## src/rtl/fft_bitrev_loader.sv

```systemverilog
// fft_bitrev_loader: writes a frame of complex samples to RAM at bit-reversed addresses, then hands off to the FFT engine.
module fft_bitrev_loader #(
    parameter int DATA_W = 16,
    parameter int ADDR_W = 9
) (
    input  logic                     clk,
    input  logic                     rst,
    input  logic [9:0]               N,
    input  logic [3:0]               M,
    input  logic                     inv,
    input  logic                     in_valid,
    output logic                     in_ready,
    input  logic signed [DATA_W-1:0] in_re,
    input  logic signed [DATA_W-1:0] in_im,
    input  logic                     fft_complete,
    output logic                     wr_en,
    output logic [ADDR_W-1:0]        wr_addr,
    output logic signed [DATA_W-1:0] wr_re,
    output logic signed [DATA_W-1:0] wr_im,
    output logic                     resort_complete,
    output logic                     busy
);
    typedef enum logic [1:0] {IDLE, LOAD, DONE, WAIT_FFT} state_t;
    localparam logic signed [DATA_W-1:0] S_MAX = {1'b0, {(DATA_W-1){1'b1}}};
    localparam logic signed [DATA_W-1:0] S_MIN = {1'b1, {(DATA_W-1){1'b0}}};
    state_t                     state_q;
    logic [9:0]                 cnt_q, n_q;
    logic [3:0]                 m_q;
    logic                       inv_q;
    logic                       wr_en_q, resort_q, busy_q;
    logic [ADDR_W-1:0]          wr_addr_q, wr_addr_d, idx, rev;
    logic signed [DATA_W-1:0]   wr_re_q, wr_im_q, wr_im_d;
    logic                       idle, legal, hs, inv_eff;
    logic [3:0]                 m_eff;
    assign idle     = state_q == IDLE;
    assign in_ready = idle || state_q == LOAD;
    assign hs       = in_valid && in_ready;
    assign legal    = M != 4'd0 && M <= 4'(ADDR_W) && N == (10'd1 << M);
    // The first sample of a frame uses the live configuration it is about to latch.
    assign m_eff    = idle ? (legal ? M : 4'd1) : m_q;
    assign inv_eff  = idle ? inv : inv_q;
    assign idx      = idle ? '0 : ADDR_W'(cnt_q);
    always_comb begin
        rev = '0;
        for (int i = 0; i < ADDR_W; i++) rev[i] = idx[ADDR_W-1-i];
    end
    assign wr_addr_d = rev >> (4'(ADDR_W) - m_eff);
    assign wr_im_d   = !inv_eff ? in_im : (in_im == S_MIN ? S_MAX : -in_im);
    always_ff @(posedge clk) begin
        if (rst) begin
            state_q   <= IDLE;
            cnt_q     <= '0;
            n_q       <= '0;
            m_q       <= '0;
            inv_q     <= 1'b0;
            wr_en_q   <= 1'b0;
            wr_addr_q <= '0;
            wr_re_q   <= '0;
            wr_im_q   <= '0;
            resort_q  <= 1'b0;
            busy_q    <= 1'b0;
        end else begin
            wr_en_q   <= hs;
            wr_addr_q <= hs ? wr_addr_d : '0;
            wr_re_q   <= hs ? in_re : '0;
            wr_im_q   <= hs ? wr_im_d : '0;
            // One cycle behind DONE so the last write has landed before the engine starts.
            resort_q  <= state_q == DONE;
            case (state_q)
                IDLE: if (hs) begin
                    m_q     <= legal ? M : 4'd1;
                    n_q     <= legal ? N : 10'd2;
                    inv_q   <= inv;
                    cnt_q   <= 10'd1;
                    busy_q  <= 1'b1;
                    state_q <= LOAD;
                end
                LOAD: if (hs) begin
                    cnt_q   <= cnt_q + 10'd1;
                    state_q <= cnt_q == n_q - 10'd1 ? DONE : LOAD;
                end
                DONE: state_q <= WAIT_FFT;
                WAIT_FFT: if (fft_complete) begin
                    state_q <= IDLE;
                    busy_q  <= 1'b0;
                    cnt_q   <= '0;
                end
                default: state_q <= IDLE;
            endcase
        end
    end
    assign wr_en           = wr_en_q;
    assign wr_addr         = wr_addr_q;
    assign wr_re           = wr_re_q;
    assign wr_im           = wr_im_q;
    assign resort_complete = resort_q;
    assign busy            = busy_q;
endmodule

```

## config.mk

```make
export PLATFORM = sky130hd
export DESIGN_NAME = fft_bitrev_loader
export DESIGN_NICKNAME = d
export VERILOG_FILES = /design/src/rtl/fft_bitrev_loader.sv
export SDC_FILE = /design/constraint.sdc
export NUM_CORES = 1
export LEC_CHECK = 0
export CAP_MARGIN = 20
export CORE_MARGIN = 2
export CORE_UTILIZATION = 30
export DETAILED_ROUTE_END_ITERATION = 8
export DONT_BUFFER_PORTS = 1
export GPL_ROUTABILITY_DRIVEN = 0
export PLACE_DENSITY = 0.43
export SYNTH_ARGS = -nofsm -noshare
export SYNTH_HDL_FRONTEND = slang
export SYNTH_SLANG_ARGS = --single-unit
```

## constraint.sdc

```tcl
create_clock -name clk -period 3.96 [get_ports clk]
set_clock_uncertainty 0.2 [all_clocks]
set_input_delay 0.792 -clock clk [delete_from_list [all_inputs] [get_ports clk]]
set_output_delay 0.792 -clock clk [all_outputs]
set_load 0.02 [all_outputs]
```

==> results of run 1 <==
[registers in the layout (all words and copies together) (netlist names), 4 cells and up, named ones only]
signal / cells
cnt_q: 10
m_q: 4
n_q: 10
wr_addr: 9
wr_im: 16
wr_re: 16
[power breakdown]
group | switching (mW) | total [mW] | internal (mW)
Combinational | 0.0590 | 0.110 | 0.0509
Sequential | 0.0414 | 0.779 | 0.738
Clock | 0.314 | 0.822 | 0.508
[cell usage in the layout, fill, tap and decap left out, types with 3 or more instances in the layout]
cell type / n
a21oi_1: 24
a22oi_2: 10
a31oi_1: 3
and2_1: 16
and3_1: 5
clkbuf_16: 9
dfxtp_1: 71
ha_1: 3
inv_1: 10
mux2_2: 3
mux2i_1: 9
mux4_2: 3
nand2_1: 29
nand3_1: 7
nand4_1: 6
nor2_1: 38
nor2_2: 11
nor2b_1: 3
nor3_1: 5
nor3b_1: 5
o21ai_0: 14
or3_1: 6
xnor2_1: 16
xor2_1: 18
[cells in the mapped netlist, types with 4 or more instances]
cell / count / share of area
nor2_2: 11 / 0.020
xor2_1: 18 / 0.045
or3_1: 6 / 0.011
clkbuf_1: 9 / 0.0097
a22oi_2: 10 / 0.036
nand4_1: 6 / 0.011
nand3_1: 7 / 0.010
nor2_1: 38 / 0.041
dfxtp_1: 71 / 0.41
a21oi_1: 24 / 0.034
nand2_1: 29 / 0.031
inv_1: 10 / 0.011
buf_2: 4 / 0.0057
and2_1: 16 / 0.029
and3_1: 5 / 0.0090
nor3b_1: 5 / 0.011
o21ai_0: 14 / 0.020
xnor2_1: 16 / 0.040
nor3_1: 5 / 0.0072
mux2i_1: 9 / 0.026
[final timing paths]
check	end	depth (start not counted)
worst min-delay path	inv_q	2
worst max-delay path	state_q[0]	8
worst max register to register	state_q[0]	8
worst min register to register	inv_q	2
[critical path: cells and delay by family, from the launching register on]
kind / cells / cell delay (ns)
compound gates: 2 / 0.77
xor+xnor: 1 / 0.15
fa+ha+maj: 1 / 0.18
buf+inv: 1 / 0.08
flops: 1 / 0.33
simple gates: 3 / 0.72
[cell type report]
type / count / area [um^2]
Fill cell: 1175 / 7520
Multi-Input combinational cell: 278 / 1910
Sequential cell: 71 / 1420
Clock buffer: 10 / 239
Tap cell: 143 / 179
Clock inverter: 6 / 67.6
Inverter: 10 / 37.5
[logic make-up after synthesis]
kind of cell / count (synthesis)
AND/OR/NAND/NOR: 149
AO/OA/AOI/OAI: 77
flip-flops: 71
XOR/XNOR: 34
buffers and inverters: 30
multiplexers: 15
adder cells (fa/ha/maj): 3
[routing by layer]
metal | vias up | part of all wire | global-route usage
met5 | - | 0 | 0
met4 | 0 | 0.017 | 0.0568
met3 | 9 | 0.061 | 0.0463
met1 | 1230 | 0.45 | 0.176
met2 | 57 | 0.47 | 0.222
li1 | 1317 | - | -
[stage by stage]
step	hold WS, ns	util	power (mW)
3_5_place_dp	0.261	0.312	0.906
3_3_place_gp	0.253	0.312	0.906
5_1_grt	0.300	0.339	1.79
6_report	0.266	0.339	1.71
4_1_cts	0.269	0.339	1.74
2_1_floorplan	0.246	-	0.892
==> tab_implementation.tex, run 1 <==
\begin{tabular}{lr}
\hline
Metric & Value \\
\hline
\multicolumn{2}{l}{\textbf{Status}} \\
\quad Run status & complete, no violations \\
\multicolumn{2}{l}{\textbf{Min path}} \\
\quad Hold Startpoint & inv\_q \\
\quad Worst Hold Class & reg -> reg \\
\multicolumn{2}{l}{\textbf{Placement}} \\
\quad Final HPWL from detailed placement & 6.38 mm \\
\quad Cell total after placement & 502 \\
\quad Post-place setup slack & 1.11 ns \\
\quad Placed cell areas & 3540 um\^{}2 \\
\quad Count of port buffers added during placement & 0 \\
\multicolumn{2}{l}{\textbf{Timing}} \\
\quad Relative slew margins & 0.547 \\
\quad Final Critical Period & 2.54 ns \\
\quad Post-route setup slack & 1.42 ns \\
\quad Endpoints failing hold & 0 \\
\quad Final Slew Violations & 0 \\
\quad Final clock period utilization by the worst path & 0.642 \\
\quad Final sum of negative setup slack & 0 ns \\
\quad Setup repair after global routing missed its margin & no \\
\quad Final setup violating endpoints & 0 \\
\quad Highest Clock Rate & 0.393 GHz \\
\quad Tightest Pin Transition & 0.662 ns \\
\multicolumn{2}{l}{\textbf{Yosys}} \\
\quad Fraction of the yosys area taken by sequential cells & 0.408 \\
\quad Number of synthesized flops with an enable pin & 0 \\
\quad Post-synthesis instance total & 379 \\
\quad Synth warn & 0 \\
\quad Ys flop type & dfxtp\_1 \\
\quad Mux contribution to synthesized area & 0.0550 \\
\quad Area share of xor/xnor cells in the synthesized design & 0.0855 \\
\quad Async set or reset register ratio after synthesis & 0 \\
\quad Adder-cell area share of the yosys netlist & 0.0108 \\
\quad Synthesized-area fraction occupied by ao, oa, aoi and oai cells & 0.166 \\
\quad Per-instance average area after synthesis & 9.19 um\^{}2 \\
\quad Flop and latch count out of synthesis & 71 \\
\quad Net Count, Synth & 433 \\
\quad Mapped cell area & 3480 um\^{}2 \\
\quad Synth Area in Simple Gates & 0.230 \\
\quad Dominant combinational cell family by area after synthesis & simple AND/OR/NAND/NOR gates \\
\quad Distinct cells, synth & 66 \\
\multicolumn{2}{l}{\textbf{Layout}} \\
\quad NumNets Final & 424 \\
\quad Growth of design area from synthesis to finish & 10.6\% \\
\quad Final Instance Count excl. Fillers & 518 \\
\quad Count of inserted antenna diode cells & 0 \\
\quad Layout cell share with drive strength beyond 1 & 0.149 \\
\quad Post-route cell area & 3850 um\^{}2 \\
\multicolumn{2}{l}{\textbf{Flow run}} \\
\quad Max Cap Viol & 0 \\
\multicolumn{2}{l}{\textbf{Power}} \\
\quad Power Dens Cells & 444 nW/um\^{}2 \\
\quad Worst IR Drop VDD & 0.186 mV \\
\quad Leakage power of the design & 1.38 nW \\
\multicolumn{2}{l}{\textbf{Worst setup path}} \\
\quad WP data arrival & 2.56 ns \\
\quad Slack of the worst reg-to-reg path & 1.42 ns \\
\quad Peak fanout along the critical path & 3 \\
\quad CP max stage cell & a2111oi\_0 \\
\quad Critical Path Sink Type & flip-flop \\
\quad Startpoint of the worst-slack reg-to-reg timing path & n\_q[0] \\
\quad CP Cell Sequence & inv\_1, ha\_1, nor3b\_1, nand2\_1, xnor2\_1, a2111oi\_0, nand4\_1, o311a\_1 \\
\quad Crit-path max cell delay & 0.62 ns \\
\quad Worst endpoint required time & 3.98 ns \\
\quad Kind of critical path & reg -> reg \\
\quad Start point of the critical path & n\_q[0] \\
\quad CP startpoint kind & flip-flop \\
\multicolumn{2}{l}{\textbf{Floorplan}} \\
\quad Floorplan core area & 11400 um\^{}2 \\
\quad Standard-cell rows & 39 \\
\quad Number of top-level pins & 96 \\
\quad Initial Utilization & 0.306 \\
\quad Die outline height & 112 um \\
\quad Floorplan die area & 12500 um\^{}2 \\
\quad Horiz. Die Dim & 112 um \\
\multicolumn{2}{l}{\textbf{Clock network}} \\
\quad H-tree depth reported by CTS & 3 \\
\quad Quantity of gates resized following cts & 0 \\
\quad Clock-pin slew of the registers on the worst-case setup and hold paths & 0.06 ns \\
\quad TritonCTS clock tree & done \\
\quad CTS buffer count & 9 \\
\quad Deepest clock path buffer count & 2 \\
\quad Root Buffer & clkbuf\_16 \\
\quad Setup Buffers After CTS & 0 \\
\quad Number of buffers added to fix hold violations after cts & 0 \\
\quad Later-pin clock latency in the skew report & 0.33 ns \\
\quad Number of sinks handled by clock tree synthesis & 71 \\
\multicolumn{2}{l}{\textbf{Routing}} \\
\quad Final wirelength & 8.37 mm \\
\quad First-pass iteration count of the detailed router & 5 \\
\quad Total number of vias & 2613 \\
\quad Routed Antenna Nets & 0 \\
\quad Iter 0 DRT Violations & 144 \\
\quad DRC violation count after routing & 0 \\
\quad Avg WL per Cell & 16.2 um \\
\quad Via-per-instance ratio & 5.04 \\
\multicolumn{2}{l}{\textbf{Global routing}} \\
\quad Number of global-route vias before repair & 2641 \\
\quad Antenna violations before repair & 0 \\
\quad Grt ovf & 0 \\
\quad Total routing usage reported by global routing & 0.140 \\
\quad Wire length of the first global-routing pass & 13.8 mm \\
\quad Pin count of the biggest net entering global routing & 22 \\
\hline
\end{tabular}
No activity file was read; power rests on OpenSTA's default activity.
==> run 2, diff against run 1 <==
clock period = 2.5 ns   (was 3.96 ns; I/O delays follow)
==> run 2 against run 1 <==
- core utilization up 0.58 points
- largest cell class unchanged
- non-clock buffer count is 11 higher
- sequential power up 58%
- critical path type unchanged
- setup slack worse by 1.1 ns
- die area unchanged
==> tab_implementation.tex, run 2 (synthesized netlist as in run 1, its figures left out) <==
\begin{tabular}{lr}
\hline
Metric & Value \\
\hline
\multicolumn{2}{l}{\textbf{Routing}} \\
\quad Wire length on met3 & 476 um \\
\quad First-pass iteration count of the detailed router & 4 \\
\quad Via-per-instance ratio & 5.01 \\
\quad Total number of vias & 2651 \\
\quad Met2 wire length & 4.05 mm \\
\quad Final wirelength & 8.43 mm \\
\quad Iter 0 DRT Violations & 118 \\
\quad DRC violation count after routing & 0 \\
\quad Highest layer used for signal routing & met4 \\
\quad Routed Antenna Nets & 0 \\
\quad M1 WL & 3.73 mm \\
\quad Avg WL per Cell & 15.9 um \\
\multicolumn{2}{l}{\textbf{Placement}} \\
\quad Placed cell areas & 3630 um\^{}2 \\
\quad Count of port buffers added during placement & 0 \\
\quad Final HPWL from detailed placement & 6.38 mm \\
\quad Cell total after placement & 513 \\
\quad Post-place setup slack & 0.0705 ns \\
\multicolumn{2}{l}{\textbf{Clock network}} \\
\quad Setup Buffers After CTS & 0 \\
\quad Later-pin clock latency in the skew report & 0.34 ns \\
\quad Number of buffers added to fix hold violations after cts & 0 \\
\quad CTS buffer count & 9 \\
\quad Quantity of gates resized following cts & 0 \\
\quad Deepest clock path buffer count & 2 \\
\quad Root Buffer & clkbuf\_16 \\
\quad H-tree depth reported by CTS & 3 \\
\quad Clock-pin slew of the registers on the worst-case setup and hold paths & 0.06 ns \\
\quad Number of sinks handled by clock tree synthesis & 71 \\
\quad TritonCTS clock tree & done \\
\multicolumn{2}{l}{\textbf{Status}} \\
\quad Run status & complete, no violations \\
\multicolumn{2}{l}{\textbf{Timing}} \\
\quad Setup repair after global routing missed its margin & no \\
\quad Final clock period utilization by the worst path & 0.886 \\
\quad Final Slew Violations & 0 \\
\quad Final setup violating endpoints & 0 \\
\quad Final Critical Period & 2.21 ns \\
\quad Endpoints failing hold & 0 \\
\quad Relative slew margins & 0.623 \\
\quad Tightest Pin Transition & 0.565 ns \\
\quad Highest Clock Rate & 0.452 GHz \\
\quad Post-route setup slack & 0.286 ns \\
\quad Final Hold Slack & 0.0293 ns \\
\quad Final sum of negative setup slack & 0 ns \\
\multicolumn{2}{l}{\textbf{Global routing}} \\
\quad Number of global-route vias before repair & 2504 \\
\quad Antenna violations before repair & 0 \\
\quad Total routing usage reported by global routing & 0.139 \\
\quad Wire length of the first global-routing pass & 13.9 mm \\
\quad Pin count of the biggest net entering global routing & 22 \\
\quad Grt ovf & 0 \\
\multicolumn{2}{l}{\textbf{Worst setup path}} \\
\quad CP max stage cell & a2111oi\_0 \\
\quad WP data arrival & 2.24 ns \\
\quad Top delay family on crit path & compound AO/OA/AOI/OAI gates \\
\quad Critical Path Sink Type & flip-flop \\
\quad Slack of the worst reg-to-reg path & 0.29 ns \\
\quad CP startpoint kind & flip-flop \\
\quad Crit-path max cell delay & 0.45 ns \\
\quad Kind of critical path & reg -> reg \\
\quad Worst endpoint required time & 2.52 ns \\
\quad Buffers \& Inverters on Critical Path & 1 \\
\quad Peak fanout along the critical path & 3 \\
\quad CP Cell Sequence & inv\_1, ha\_1, nor3b\_1, nand2\_1, xnor2\_1, a2111oi\_0, nand4\_1, o311a\_1 \\
\multicolumn{2}{l}{\textbf{Layout}} \\
\quad Combined flip-flop and latch cell area & 1420 um\^{}2 \\
\quad Final Instance Count excl. Fillers & 529 \\
\quad Layout cell share with drive strength beyond 1 & 0.174 \\
\quad Post-route cell area & 3920 um\^{}2 \\
\quad Count of inserted antenna diode cells & 0 \\
\quad Most frequent cells in the layout & dfxtp\_1 (71), nor2\_1 (38), nand2\_1 (29), a21oi\_1 (24), xor2\_1 (18) \\
\quad Most common cell after layout, fill and taps aside & dfxtp\_1 \\
\quad Total area of multi-input combinational cells & 1910 um\^{}2 \\
\quad Growth of design area from synthesis to finish & 12.5\% \\
\quad NumNets Final & 435 \\
\quad Fillers & 1190 \\
\multicolumn{2}{l}{\textbf{Min path}} \\
\quad Worst Hold Class & in -> reg \\
\multicolumn{2}{l}{\textbf{Power}} \\
\quad Power Dens Cells & 678 nW/um\^{}2 \\
\quad Leakage power of the design & 1.42 nW \\
\quad Worst IR Drop VDD & 0.274 mV \\
\multicolumn{2}{l}{\textbf{Flow run}} \\
\quad Max Cap Viol & 0 \\
\multicolumn{2}{l}{\textbf{Floorplan}} \\
\quad Initial Utilization & 0.306 \\
\quad Die outline height & 112 um \\
\quad Standard-cell rows & 39 \\
\quad Floorplan die area & 12500 um\^{}2 \\
\quad Floorplan core area & 11400 um\^{}2 \\
\quad Number of top-level pins & 96 \\
\quad Horiz. Die Dim & 112 um \\
\hline
\end{tabular}
-- run 2: metrics by stage --
step / total power [mW] / utilization
global route: 2.78 / 0.345
CTS: 2.69 / 0.345
global placement: 1.44 / 0.319
detailed placement: 1.44 / 0.319
floorplan: 1.41 / -
finish: 2.66 / 0.345
-- run 2: metal layers --
metal	vias up	global-route usage
li1	1344	-
met3	13	0.0376
met5	-	0
met1	1229	0.181
met2	65	0.217
met4	0	0.0626
-- run 2: power breakdown --
group	leakage (nW)	internal, mW	switching [mW]	total [mW]
clock network	0.140	0.696	0.545	1.24
logic	0.704	0.0891	0.0942	0.183
registers	0.579	1.17	0.0650	1.23
total	1.42	1.95	0.704	2.66
-- run 2: final timing paths --
check / depth (start not counted) / startpoint / to
max: 8 / n_q[0] / state_q[0]
min: 1 / rst / m_q[1]
max reg2reg: 8 / n_q[0] / state_q[0]
min reg2reg: 2 / inv_q / inv_q
-- run 2: cell type report --
| class | instances | area share |
|---|---|---|
| clock inverter | 7 | 0.0166 |
| sequential | 71 | 0.363 |
| multi-input combinational | 278 | 0.487 |
| tap | 143 | 0.0457 |
| inverter | 10 | 0.00958 |
| clock buffer | 9 | 0.0575 |
| timing repair buffer | 11 | 0.0211 |
==> run 3, diff against run 2 <==
PLACE_DENSITY = unset   (was 0.43)
==> run 3 against run 2 <==
- global-route usage is 0.85 points lower
- cell area is 0.57% higher
- core utilization is 0.20 points higher
- die area stayed put
- register-to-register slack hardly changed
- critical endpoint unchanged
- largest power group unchanged
- highest routed layer unchanged
==> tab_implementation.tex, run 3 (synthesized netlist as in run 1, its figures left out) <==
\begin{tabular}{lr}
\hline
Metric & Value \\
\hline
\multicolumn{2}{l}{\textbf{Status}} \\
\quad Run status & complete, no violations \\
\multicolumn{2}{l}{\textbf{Floorplan}} \\
\quad Initial Utilization & 0.306 \\
\quad Floorplan core area & 11400 um\^{}2 \\
\quad Die outline height & 112 um \\
\quad Horiz. Die Dim & 112 um \\
\quad Standard-cell rows & 39 \\
\quad Number of top-level pins & 96 \\
\quad Floorplan die area & 12500 um\^{}2 \\
\multicolumn{2}{l}{\textbf{Clock network}} \\
\quad Number of buffers added to fix hold violations after cts & 0 \\
\quad Deepest clock path buffer count & 2 \\
\quad H-tree depth reported by CTS & 3 \\
\quad Later-pin clock latency in the skew report & 0.33 ns \\
\quad Setup Buffers After CTS & 0 \\
\quad Clock-pin slew of the registers on the worst-case setup and hold paths & 0.06 ns \\
\quad TritonCTS clock tree & done \\
\quad Root Buffer & clkbuf\_16 \\
\quad Quantity of gates resized following cts & 0 \\
\quad Number of sinks handled by clock tree synthesis & 71 \\
\quad CTS buffer count & 9 \\
\multicolumn{2}{l}{\textbf{Global routing}} \\
\quad Grt ovf & 0 \\
\quad Total routing usage reported by global routing & 0.131 \\
\quad Wire length of the first global-routing pass & 13.5 mm \\
\quad Pin count of the biggest net entering global routing & 22 \\
\quad Number of global-route vias before repair & 2661 \\
\quad Antenna violations before repair & 0 \\
\multicolumn{2}{l}{\textbf{Timing}} \\
\quad Final sum of negative setup slack & 0 ns \\
\quad Final Slew Violations & 0 \\
\quad Final setup violating endpoints & 0 \\
\quad Setup repair after global routing missed its margin & no \\
\quad Final Hold Slack & 0.0370 ns \\
\quad Final Critical Period & 2.20 ns \\
\quad Highest Clock Rate & 0.454 GHz \\
\quad Endpoints failing hold & 0 \\
\quad Post-route setup slack & 0.296 ns \\
\quad Relative slew margins & 0.614 \\
\quad Tightest Pin Transition & 0.579 ns \\
\quad Final clock period utilization by the worst path & 0.882 \\
\multicolumn{2}{l}{\textbf{Routing}} \\
\quad Avg WL per Cell & 15.3 um \\
\quad Via-per-instance ratio & 5.07 \\
\quad Routed Antenna Nets & 0 \\
\quad Final wirelength & 8.12 mm \\
\quad Iter 0 DRT Violations & 159 \\
\quad First-pass iteration count of the detailed router & 4 \\
\quad DRC violation count after routing & 0 \\
\quad Total number of vias & 2694 \\
\multicolumn{2}{l}{\textbf{Worst setup path}} \\
\quad CP max stage cell & a2111oi\_0 \\
\quad CP startpoint kind & flip-flop \\
\quad CP Cell Sequence & inv\_1, ha\_1, nor3b\_1, nand2\_1, xnor2\_1, a2111oi\_0, nand4\_1, o311a\_1 \\
\quad Critical Path Sink Type & flip-flop \\
\quad Peak fanout along the critical path & 3 \\
\quad Kind of critical path & reg -> reg \\
\quad Worst endpoint required time & 2.52 ns \\
\quad Crit-path max cell delay & 0.44 ns \\
\quad WP data arrival & 2.22 ns \\
\multicolumn{2}{l}{\textbf{Layout}} \\
\quad Most common cell after layout, fill and taps aside & dfxtp\_1 \\
\quad NumNets Final & 437 \\
\quad Final Instance Count excl. Fillers & 531 \\
\quad Most frequent cells in the layout & dfxtp\_1 (71), nor2\_1 (38), nand2\_1 (29), a21oi\_1 (24), xor2\_1 (18) \\
\quad Layout cell share with drive strength beyond 1 & 0.175 \\
\quad Count of inserted antenna diode cells & 0 \\
\quad Final core utilization & 0.347 \\
\quad Post-route cell area & 3940 um\^{}2 \\
\quad Growth of design area from synthesis to finish & 13.1\% \\
\multicolumn{2}{l}{\textbf{Placement}} \\
\quad Post-place setup slack & 0.0358 ns \\
\quad Placed cell areas & 3640 um\^{}2 \\
\quad Final HPWL from detailed placement & 6.28 mm \\
\quad Cell total after placement & 515 \\
\quad Count of port buffers added during placement & 0 \\
\multicolumn{2}{l}{\textbf{Min path}} \\
\quad Worst Hold Class & in -> reg \\
\multicolumn{2}{l}{\textbf{Power}} \\
\quad Post-route total power & 2.68 mW \\
\quad Power Dens Cells & 680 nW/um\^{}2 \\
\quad Leakage power of the design & 1.44 nW \\
\quad Worst IR Drop VDD & 0.267 mV \\
\multicolumn{2}{l}{\textbf{Flow run}} \\
\quad Max Cap Viol & 0 \\
\hline
\end{tabular}
-- run 3: path summary, 6_finish.rpt --
check / from / to / slack (ns) / cells after the start
hold reg to reg: inv_q / inv_q / 0.27 / 2
setup reg to reg: n_q[0] / state_q[0] / 0.30 / 8
hold / removal: rst / m_q[1] / 0.04 / 1
setup / recovery: n_q[0] / state_q[0] / 0.30 / 8
-- run 3: power breakdown --
group          internal, mW  switching (mW)  total (mW)
clock                 0.777           0.487        1.26
combinational        0.0880          0.0941       0.182
sequential             1.17          0.0658        1.23
total                  2.03           0.647        2.68
-- run 3: final cells by class --
| class | count | area, um^2 |
|---|---|---|
| clock buffers | 10 | 229 |
| clock inverters | 6 | 68.8 |
| fillers | 1157 | 7430 |
| inverters | 10 | 37.5 |
| multi-input cells | 278 | 1910 |
| flip-flops and latches | 71 | 1420 |
| well taps | 143 | 179 |
| repair buffers | 13 | 97.6 |
-- run 3: routing by layer --
| layer | track usage | share of wire |
|---|---|---|
| met4 | 0.0370 | 0.013 |
| met1 | 0.164 | 0.43 |
| met3 | 0.0327 | 0.058 |
| met5 | 0 | 0 |
| met2 | 0.224 | 0.50 |
-- run 3: critical path, delay by kind of cell, from the launching register on --
family / cells / cell delay [ns]
flops: 1 / 0.33
compound gates: 2 / 0.60
simple gates: 3 / 0.58
fa+ha+maj: 1 / 0.18
xor+xnor: 1 / 0.13
buf+inv: 1 / 0.09
